## src/rtl/ik_swift_pkg.sv

```systemverilog
// ik_swift_pkg: shared types, constants and helpers for the ik_swift iteration controller.
package ik_swift_pkg;
  localparam int NUM_JOINTS = 6;
  localparam int DH_W = 21;
  localparam int FIX_W = 36;
  localparam int Z_W = 18;
  typedef logic [NUM_JOINTS-1:0][DH_W-1:0] dh_vec_t;
  typedef logic [NUM_JOINTS-1:0][FIX_W-1:0] delta_vec_t;
  typedef logic [NUM_JOINTS-1:0][FIX_W-1:0] target_vec_t;
  typedef logic [2:0][Z_W-1:0] z_vec_t;
  typedef enum logic [1:0] {IDLE, CRST, RUN, CHECK} ik_iter_state_t;
  function automatic logic [FIX_W-1:0] sat_abs(input logic [FIX_W-1:0] d);
    return d[FIX_W-1] ? ((d[FIX_W-2:0] == '0) ? {1'b0, {(FIX_W-1){1'b1}}} : -d) : d;
  endfunction
endpackage

```

## src/rtl/ik_iter_ctrl_if.sv

```systemverilog
// ik_iter_ctrl_if: controller-to-core link; master drives the core, slave is the core side.
interface ik_iter_ctrl_if;
  import ik_swift_pkg::*;
  logic core_en;
  logic core_rst;
  z_vec_t core_z;
  logic [NUM_JOINTS-1:0] core_joint_type;
  dh_vec_t core_dh_dyn_in;
  target_vec_t core_target;
  logic core_done;
  dh_vec_t core_dh_dyn_out;
  delta_vec_t core_delta;
  modport master(
    output core_en, core_rst, core_z, core_joint_type, core_dh_dyn_in, core_target,
    input core_done, core_dh_dyn_out, core_delta
  );
  modport slave(
    input core_en, core_rst, core_z, core_joint_type, core_dh_dyn_in, core_target,
    output core_done, core_dh_dyn_out, core_delta
  );
endinterface

```

## src/rtl/ik_converge_check.sv

```systemverilog
// ik_converge_check: asserts o_conv when every joint's saturated |delta| is within tolerance.
module ik_converge_check
  import ik_swift_pkg::*;
(
  input delta_vec_t i_delta,
  input logic [FIX_W-1:0] i_tol,
  output logic o_conv
);
  logic [NUM_JOINTS-1:0] w_ok;
  for (genvar j = 0; j < NUM_JOINTS; j++) begin : g_joint
    assign w_ok[j] = sat_abs(i_delta[j]) <= i_tol;
  end
  assign o_conv = &w_ok;
endmodule

```

## src/rtl/ik_iter_ctrl.sv

```systemverilog
// ik_iter_ctrl: iteration sequencer in front of the ik_swift core with start/busy/done handshake.
// Optional per-iteration watchdog enabled by defining IK_ITER_TIMEOUT_EN.
module ik_iter_ctrl
  import ik_swift_pkg::*;
#(
  parameter int MAX_ITER = 64
`ifdef IK_ITER_TIMEOUT_EN
  , parameter int TIMEOUT_CYCLES = 4096
`endif
) (
  input logic clk,
  input logic rst,
  input logic start,
  input logic abort,
  input z_vec_t z_in,
  input logic [NUM_JOINTS-1:0] joint_type_in,
  input dh_vec_t dh_init,
  input target_vec_t target_in,
  input logic [FIX_W-1:0] tol,
  output logic busy,
  output logic done,
  output logic converged,
  output logic timed_out,
  output logic [7:0] iter_count,
  output dh_vec_t dh_out,
  ik_iter_ctrl_if.master core
);
  localparam logic [7:0] MAX_I = 8'(MAX_ITER);
  ik_iter_state_t r_state, w_next;
  z_vec_t r_z;
  logic [NUM_JOINTS-1:0] r_jt;
  target_vec_t r_target;
  logic [FIX_W-1:0] r_tol;
  delta_vec_t r_delta;
  logic w_conv, w_finish, w_conv_fin;
  ik_converge_check u_conv (.i_delta(r_delta), .i_tol(r_tol), .o_conv(w_conv));
`ifdef IK_ITER_TIMEOUT_EN
  logic [15:0] r_wdog;
  logic w_to;
  always_ff @(posedge clk) begin
    r_wdog <= (rst || r_state != RUN) ? '0 : r_wdog + 16'd1;
  end
  always_ff @(posedge clk) begin
    if (rst || (r_state == IDLE && start)) timed_out <= 1'b0;
    else if (w_to) timed_out <= 1'b1;
  end
`else
  assign timed_out = 1'b0;
`endif
  always_ff @(posedge clk) begin
    r_state <= rst ? IDLE : w_next;
  end
  // abort takes priority over every in-flight transition, including a same-cycle core_done
  always_comb begin
    w_next = r_state;
    w_finish = 1'b0;
    w_conv_fin = 1'b0;
`ifdef IK_ITER_TIMEOUT_EN
    w_to = 1'b0;
`endif
    if (r_state != IDLE && abort) begin
      w_next = IDLE;
      w_finish = 1'b1;
    end else begin
      case (r_state)
        IDLE: w_next = start ? CRST : IDLE;
        CRST: w_next = RUN;
        RUN: begin
          if (core.core_done) w_next = CHECK;
`ifdef IK_ITER_TIMEOUT_EN
          else if (r_wdog == 16'(TIMEOUT_CYCLES - 1)) begin
            w_next = IDLE;
            w_finish = 1'b1;
            w_to = 1'b1;
          end
`endif
        end
        CHECK: begin
          w_finish = w_conv || iter_count == MAX_I;
          w_conv_fin = w_conv;
          w_next = w_finish ? IDLE : CRST;
        end
      endcase
    end
  end
  always_ff @(posedge clk) begin
    if (rst) begin
      busy <= 1'b0;
      done <= 1'b0;
      converged <= 1'b0;
      iter_count <= '0;
      dh_out <= '0;
      r_z <= '0;
      r_jt <= '0;
      r_target <= '0;
      r_tol <= '0;
      r_delta <= '0;
    end else begin
      if (r_state == IDLE && start) begin
        r_z <= z_in;
        r_jt <= joint_type_in;
        r_target <= target_in;
        r_tol <= tol;
        dh_out <= dh_init;
        iter_count <= '0;
        done <= 1'b0;
        converged <= 1'b0;
        busy <= 1'b1;
      end
      if (r_state == RUN && core.core_done) begin
        dh_out <= core.core_dh_dyn_out;
        r_delta <= core.core_delta;
        if (!abort) iter_count <= (iter_count < MAX_I) ? iter_count + 8'd1 : iter_count;
      end
      if (w_finish) begin
        busy <= 1'b0;
        done <= 1'b1;
        converged <= w_conv_fin;
      end
    end
  end
  assign core.core_en = r_state == RUN;
  assign core.core_rst = rst || r_state == CRST;
  assign core.core_z = r_z;
  assign core.core_joint_type = r_jt;
  assign core.core_target = r_target;
  assign core.core_dh_dyn_in = dh_out;
endmodule
```

## src/flat_wrapper.sv

```systemverilog
// flat-port wrapper written by rule: the top's interface ports become plain ports
module ik_iter_ctrl_flat import ik_swift_pkg::*;
#(
  parameter int MAX_ITER = 64

)
  (clk, rst, start, abort, z_in, joint_type_in, dh_init, target_in, tol, busy, done, converged, timed_out, iter_count, dh_out, core_core_en, core_core_rst, core_core_z, core_core_joint_type, core_core_dh_dyn_in, core_core_target, core_core_done, core_core_dh_dyn_out, core_core_delta);
  ik_iter_ctrl_if core_i ();
  input logic clk;
  input logic rst;
  input logic start;
  input logic abort;
  input z_vec_t z_in;
  input logic [NUM_JOINTS-1:0] joint_type_in;
  input dh_vec_t dh_init;
  input target_vec_t target_in;
  input logic [FIX_W-1:0] tol;
  output logic busy;
  output logic done;
  output logic converged;
  output logic timed_out;
  output logic [7:0] iter_count;
  output dh_vec_t dh_out;
  output wire logic [$bits(core_i.core_en)-1:0] core_core_en;
  output wire logic [$bits(core_i.core_rst)-1:0] core_core_rst;
  output wire logic [$bits(core_i.core_z)-1:0] core_core_z;
  output wire logic [$bits(core_i.core_joint_type)-1:0] core_core_joint_type;
  output wire logic [$bits(core_i.core_dh_dyn_in)-1:0] core_core_dh_dyn_in;
  output wire logic [$bits(core_i.core_target)-1:0] core_core_target;
  input wire logic [$bits(core_i.core_done)-1:0] core_core_done;
  input wire logic [$bits(core_i.core_dh_dyn_out)-1:0] core_core_dh_dyn_out;
  input wire logic [$bits(core_i.core_delta)-1:0] core_core_delta;
  assign core_core_en = core_i.core_en;
  assign core_core_rst = core_i.core_rst;
  assign core_core_z = core_i.core_z;
  assign core_core_joint_type = core_i.core_joint_type;
  assign core_core_dh_dyn_in = core_i.core_dh_dyn_in;
  assign core_core_target = core_i.core_target;
  assign core_i.core_done = core_core_done;
  assign core_i.core_dh_dyn_out = core_core_dh_dyn_out;
  assign core_i.core_delta = core_core_delta;
  ik_iter_ctrl #(.MAX_ITER(MAX_ITER)) u_core (.clk(clk), .rst(rst), .start(start), .abort(abort), .z_in(z_in), .joint_type_in(joint_type_in), .dh_init(dh_init), .target_in(target_in), .tol(tol), .busy(busy), .done(done), .converged(converged), .timed_out(timed_out), .iter_count(iter_count), .dh_out(dh_out), .core(core_i));
endmodule
```

## config.mk

```make
export PLATFORM = sky130hd
export DESIGN_NAME = ik_iter_ctrl_flat
export DESIGN_NICKNAME = d
export VERILOG_FILES = /design/src/rtl/ik_swift_pkg.sv /design/src/rtl/ik_iter_ctrl_if.sv /design/src/rtl/ik_converge_check.sv /design/src/rtl/ik_iter_ctrl.sv /design/src/flat_wrapper.sv
export SDC_FILE = /design/constraint.sdc
export NUM_CORES = 2
export LEC_CHECK = 0
export CORE_AREA = 2 2 521 523
export CTS_CLUSTER_DIAMETER = 120
export DETAILED_ROUTE_END_ITERATION = 6
export DIE_AREA = 0 0 523 525
export GPL_TIMING_DRIVEN = 0
export PLACE_DENSITY = 0.3
export SLEW_MARGIN = 40
export SYNTH_ARGS = -nofsm -noshare
export SYNTH_HDL_FRONTEND = slang
export SYNTH_HIERARCHICAL = 1
export SYNTH_SLANG_ARGS = --single-unit
```

## constraint.sdc

```tcl
create_clock -name clk -period 7.17 [get_ports clk]
set_input_delay 1.434 -clock clk [delete_from_list [all_inputs] [get_ports clk]]
set_output_delay 1.434 -clock clk [all_outputs]
set_load 0.01 [all_outputs]
```

## Word level (Yosys, flattened, before mapping)

Index checks and enable logic that the tools add are counted.

| storage, ports and cells | value |
|---|---|
| register bits | 667 |
| bits of input ports | 785 |
| output and inout bits | 542 |
| logic and storage cells | 95 |

| cells by class | value |
|---|---|
| add/subtract/negate cells | 7 |
| order comparisons | 7 |
| eq/ne operators | 6 |
| mux-type cells | 29 |
| reductions and logical operators | 18 |

Operators with widths:

| cell | number |
|---|---|
| 36-bit two-way mux | 12 |
| 126-bit two-way mux | 2 |
| 36-bit less-or-equal comparator | 6 |
| 36-bit negation | 6 |
| 35-bit logical NOT | 6 |
| 8-bit two-way mux | 4 |
| 1-bit two-way mux | 9 |
| 8-bit by 1-bit adder with 8-bit output, second input constant | 1 |
| 8-bit by 7-bit == test with 1-bit output, second input constant | 1 |
| 8-bit by 7-bit less-than comparator with 1-bit output, second input constant | 1 |
| 2-bit case mux with 4 select lines | 1 |
| 6-bit AND reduction | 1 |
| 2-bit nonzero test | 3 |
| 2-bit == test, second input constant | 2 |
| 2-bit OR reduction | 2 |
| 1-bit logical AND | 3 |
| 3-bit != test, second input constant | 1 |
| 2-bit by 1-bit == test with 1-bit output, second input constant | 1 |
| 2-bit logical NOT | 1 |
| 1-bit logical OR | 2 |
| 2-bit two-way mux | 1 |
| 2-bit by 1-bit != test with 1-bit output, second input constant | 1 |

## Longest topological paths before layout

| depth | value |
|---|---|
| depth after elaboration | 9 |
| mapped depth | 22 |

## Cells and area by module

Netlist, hierarchy kept.

By module, submodules not included:

| module | times used | cells an instance | area each (µm²) | seq. area each (µm²) |
|---|---|---|---|---|
| ik_iter_ctrl | 1 | 3194 | 25155.4 | 13352.8 |
| ik_converge_check | 1 | 1643 | 10622.7 | 0.0 |

## Worst setup path before layout

OpenSTA, ideal clock, no wires.

| timing path | value |
|---|---|
| path kind | flip-flop to flip-flop |
| start point | reg u_core/r_delta[147] (netlist name) |
| end point | reg u_core.r_state[0] |
| arrival time | 4.736 ns |
| required time | 7.038 ns |
| path slack | 2.302 ns |
| cell stages (with the launch flop) | 22 |
| path buffers | 4 |
| clock period less this slack | 4.868 ns |
| cells stage by stage | dfxtp_1 nor4_4 nand4_1 or3_1 clkbuf_1 or4_1 clkbuf_1 or2_2 buf_2 buf_2 nand2_1 ha_1 a21oi_1 o21ai_0 a221o_1 a2111oi_0 o21ai_0 a22o_1 nor4_1 a21oi_1 a221oi_1 nor4_1 |

| on the way | value |
|---|---|
| longest elaborated chain between the ends | 8 |
| elaborated cells between the ends (all ways) | 9 |
| those cells by class | 1 x add/sub; 1 x order compare; 4 x mux; 3 x reduce/logical |

Ends and longest elaborated chain:

| element | RTL line | RTL |
|---|---|---|
| start, declared | ik_iter_ctrl.sv:34 | `delta_vec_t r_delta;` |
| start signal, assigned | ik_iter_ctrl.sv:112 | `r_delta <= core.core_delta;` |
| 36-bit negation or 35-bit logical NOT (tied branches) | ik_swift_pkg.sv:13 | `return d[FIX_W-1] ? ((d[FIX_W-2:0] == '0) ? {1'b0, {(FIX_W-1){1'b1}}} : -d) : d;` |
| 36-bit two-way mux | ik_swift_pkg.sv:13 |  |
| 36-bit two-way mux (*) | ik_swift_pkg.sv:13 |  |
| 36-bit less-or-equal comparator (*) | ik_converge_check.sv:11 | `assign w_ok[j] = sat_abs(i_delta[j]) <= i_tol;` |
| 6-bit AND reduction (*) | ik_converge_check.sv:13 | `assign o_conv = &w_ok;` |
| named net u_core.w_conv | ik_iter_ctrl.sv:35 | `logic w_conv, w_finish, w_conv_fin;` |
| 1-bit logical OR (*) | ik_iter_ctrl.sv:79 | `w_finish = w_conv \|\| iter_count == MAX_I;` |
| 1-bit two-way mux (*) | ik_iter_ctrl.sv:81 | `w_next = w_finish ? IDLE : CRST;` |
| 2-bit case mux with 4 select lines (*) | ik_iter_ctrl.sv:65 | `case (r_state)` |
| end signal, assigned | ik_iter_ctrl.sv:51 | `r_state <= rst ? IDLE : w_next;` |
| end, declared | ik_iter_ctrl.sv:29 | `ik_iter_state_t r_state, w_next;` |

Mark *: on every way through the listed nets, which the timed path passes. The rest lies on a longest branch.
A chain may end at the register's enable or synchronous reset.

## Worst setup path after layout

| timing path | value |
|---|---|
| start point | reg u_core/r_delta[37] (netlist name) |
| end point | reg u_core.busy |

| on the way | value |
|---|---|
| longest elaborated chain between the ends | 9 |
| elaborated cells between the ends (all ways) | 10 |
| those cells by class | 1 x add/sub; 1 x order compare; 4 x mux; 4 x reduce/logical |

Ends and longest elaborated chain:

| element | RTL line | RTL |
|---|---|---|
| 36-bit negation or 35-bit logical NOT (tied branches) | ik_swift_pkg.sv:13 |  |
| 36-bit two-way mux | ik_swift_pkg.sv:13 |  |
| 36-bit two-way mux (*) | ik_swift_pkg.sv:13 |  |
| 36-bit less-or-equal comparator (*) | ik_converge_check.sv:11 |  |
| 6-bit AND reduction (*) | ik_converge_check.sv:13 |  |
| named net u_core.w_conv | ik_iter_ctrl.sv:35 |  |
| 1-bit logical OR (*) | ik_iter_ctrl.sv:79 |  |
| 1-bit two-way mux (*) | ik_iter_ctrl.sv:65 |  |
| 1-bit two-way mux (*) | ik_iter_ctrl.sv:61 | `if (r_state != IDLE && abort) begin` |
| 2-bit OR reduction (no line) (*) | -- |  |
| end signal, assigned | ik_iter_ctrl.sv:88 | `busy <= 1'b0;` |
| end signal, assigned | ik_iter_ctrl.sv:108 | `busy <= 1'b1;` |
| end signal, assigned | ik_iter_ctrl.sv:116 | `busy <= 1'b0;` |
| end, declared | ik_iter_ctrl.sv:20 | `output logic busy,` |

Marked as above.

==> results.json <==
{
  "status": "finished, final reports clean",
  "ys_warn_count": 6,
  "crit_arrival_ns": 7.32,
  "min_period_over_period": 0.937,
  "clk_latency_ns": 0.81,
  "criticalPathCategory": "flop to flop",
  "cpMostUsedCell": "o21ai_0",
  "cts_tree": "done",
  "dp_hpwl_um": 250000,
  "start_util": 0.133,
  "crit_family": "simple AND/OR/NAND/NOR gates",
  "ctsHoldBuffers": 0,
  "leakagePower_uw": 0.0214,
  "synthCells": 4837,
  "synth_fp_nets": 5850,
  "routedWlPerCell_um": 29.6,
  "drc": 0,
  "worstSetupEndpoint": "u_core/busy",
  "reg2reg_depth": 21,
  "grt_pass1_wl_um": 381000,
  "place.gp.congestion": 0.927,
  "seq_area_frac_synth": 0.373,
  "hold_class": "flop to flop",
  "end_kind": "flop",
  "relSlewSlack": 0.393,
  "fin_nets": 7273,
  "ys_async_sr_fraction": 0,
  "synthFlopType": "dfxtp_1",
  "h-tree-depth": 3,
  "place_ws_ns": 0.408,
  "worst_slew_pin_slew_ns": 0.911,
  "first_global_vias": 41050,
  "cp_max_fo": 10,
  "fmax_mhz": 149,
  "worstPathRequired_ns": 7.77,
  "die_x_um": 523,
  "vias": 41149,
  "antenna_found_initial": 153,
  "setup_viol": 0,
  "synth.avg_cell_area_um2": 7.40,
  "dieHeight_um": 525,
  "post_cts_resized": 0,
  "drv_slew": 0,
  "ff2ff_setup_slack_ns": 0.45,
  "portBuffers": 1324,
  "area_delta_synth_final_pct": 59.1,
  "via_per_inst": 4.14,
  "clk_path_buf_depth": 3,
  "netlist_area_um2": 35800,
  "hp-start": "u_core/r_tol[32]",
  "num_rows": 191,
  "critPathLaunch": "u_core/r_delta[37]",
  "setup_slack_ns": 0.452,
  "cp.depth": 21,
  "ys_seq_elements": 667,
  "cts_sinks": 667,
  "rr_endpoint": "u_core/busy",
  "drv_cap": 0,
  "cts_root_buffer": "clkbuf_16",
  "final_common_cell": "nand2_1",
  "drive_above_1_share": 0.0737,
  "grt_max_degree": 17,
  "rr_startpoint": "u_core/r_delta[37]",
  "ios": 1327,
  "numCtsBuffers": 93,
  "seq_area_um2": 13400,
  "grtUsageTotal": 0.206,
  "crit_slowest_cell": "or4b_2",
  "fin_skew_ns": 0.103,
  "ir_drop_uv": 212,
  "rsz0062_at_grt": "no",
  "cp-start-kind": "flop",
  "cp_cell_sequence": "inv_1 -> ha_1 -> or4b_2 -> nor4bb_1 -> clkbuf_1 -> nand3_1 -> nor2_1 -> clkbuf_1 -> o21ai_0 -> o21ai_0 -> ha_1 -> a21oi_1 -> o21ai_0 -> o311a_1 -> o31ai_1 -> o211ai_1 -> nor4_2 -> buf_4 -> a21oi_1 -> nand2b_1 -> and3b_1",
  "clkTransAtPathRegs_ns": 0.06,
  "final_antenna_net_count": 0,
  "finalPower_uw": 16800,
  "fill_cells": 30080,
  "cpPeakStageDelay_ns": 0.68,
  "final_hold_viol_count": 0,
  "p_per_area_nw_per_um2": 294,
  "wirelength_um": 294000,
  "die_area_um2": 275000,
  "grt_overflow": 0,
  "final_cell_mix": "nand2_1 (1523), clkdlybuf4s50_1 (1322), dfxtp_1 (667)",
  "core_um2": 269000,
  "crit_buf_inv": 4,
  "drt-initial-drc-count": 2813,
  "multi_input_area_um2": 19700,
  "synth_edf_count": 0,
  "first_pass_iters": 6,
  "synth_cell_type_count": 83,
  "postCtsSetupBuffers": 0,
  "period_minus_slack_ns": 6.72
}
==> registers in the layout, indices dropped and copies added (netlist names) <==
register                     count
u_core/converged                 1
u_core/core.core_z              54
u_core/r_state                   2
u_core/core.core_joint_type      6
u_core/r_delta                 216
u_core/busy                      1
u_core/core.core_dh_dyn_in     126
u_core/iter_count                8
u_core/core.core_target        216
u_core/done                      1
u_core/r_tol                    36
==> final cells by class <==
cell class | count | area share
multi-input combinational | 3660 | 0.347
clock inverter | 35 | 0.00963
inverter | 73 | 0.00481
antenna | 36 | 0.00158
timing repair buffer | 1328 | 0.234
tap | 3570 | 0.0785
sequential | 667 | 0.235
clock buffer | 134 | 0.0468
buffer | 437 | 0.0434
==> synthesized netlist by cell type, drive strengths merged (19+ instances only) <==
library cell  instances  share of area
nand2              1525           0.16
dfxtp               667           0.37
a21oi               659          0.092
buf                 261          0.050
nor2                261          0.027
o21ai               230          0.032
ha                  228          0.080
clkbuf              176          0.018
a311oi              126          0.032
inv                  72         0.0076
nand4                52         0.0091
nor3                 50         0.0070
xor2                 50          0.012
nor4                 43         0.0079
nand3                41         0.0057
or3                  38         0.0068
a21o                 37         0.0078
o31ai                35         0.0075
a31oi                28         0.0049
o311ai               19         0.0047
==> power breakdown <==
part / switching (uW) / internal [uW]
Clock: 2120 / 2890
Sequential: 507 / 4150
Combinational: 4340 / 2750
==> per-stage QoR <==
step / hold slack [ns] / util / cell area (um^2) / std cells / setup TNS, ns
3_5_place_dp: 0.446 / 0.199 / 53600 / 9735 / 0
3_3_place_gp: 0.441 / 0.199 / 53500 / 9731 / -2.06
2_1_floorplan: 0.435 / - / 35800 / 4837 / 0
6_report: 0.454 / 0.211 / 56900 / 9940 / 0
4_1_cts: 0.455 / 0.211 / 56800 / 9904 / 0
5_1_grt: 0.470 / 0.211 / 56900 / 9929 / 0
==> cell families after synthesis <==
logic type,after synthesis,synth area share
xor+xnor,59,0.0144
fa+ha+maj,228,0.0797
flops,667,0.373
other cells,1,0.000105
buf+inv,510,0.0762
mux,13,0.00374
simple gates,2122,0.247
compound gates,1237,0.206
==> worst min-delay path, cell delays in order (launching register included) <==
cell and delay, ns:
dfxtp_1 0.31, nand2_1 0.05, a21oi_1 0.05
==> metal layers <==
| metal | global-route usage | wire length [um] | part of all wire | vias to the layer above |
|---|---|---|---|---|
| li1 | - | - | - | 19509 |
| met1 | 0.216 | 108000 | 0.37 | 19556 |
| met2 | 0.356 | 143000 | 0.49 | 1569 |
| met3 | 0.0828 | 27800 | 0.095 | 481 |
| met4 | 0.0938 | 14700 | 0.050 | 34 |
| met5 | 0 | 219 | 0.00075 | - |
==> how the worst min path moves through the flow <==
stage                              endpoint  slack (ns)  cells past startpoint
4_1_cts        u_core/core.core_target[200]        0.45                      2
2_1_floorplan           u_core/r_delta[215]        0.44                      2
5_1_grt        u_core/core.core_target[202]        0.47                      2
3_3_place_gp                u_core/r_tol[2]        0.44                      2
6_report                   u_core/r_tol[32]        0.45                      2
3_5_place_dp               u_core/r_tol[14]        0.45                      2
(Power assumes the default switching activity.)
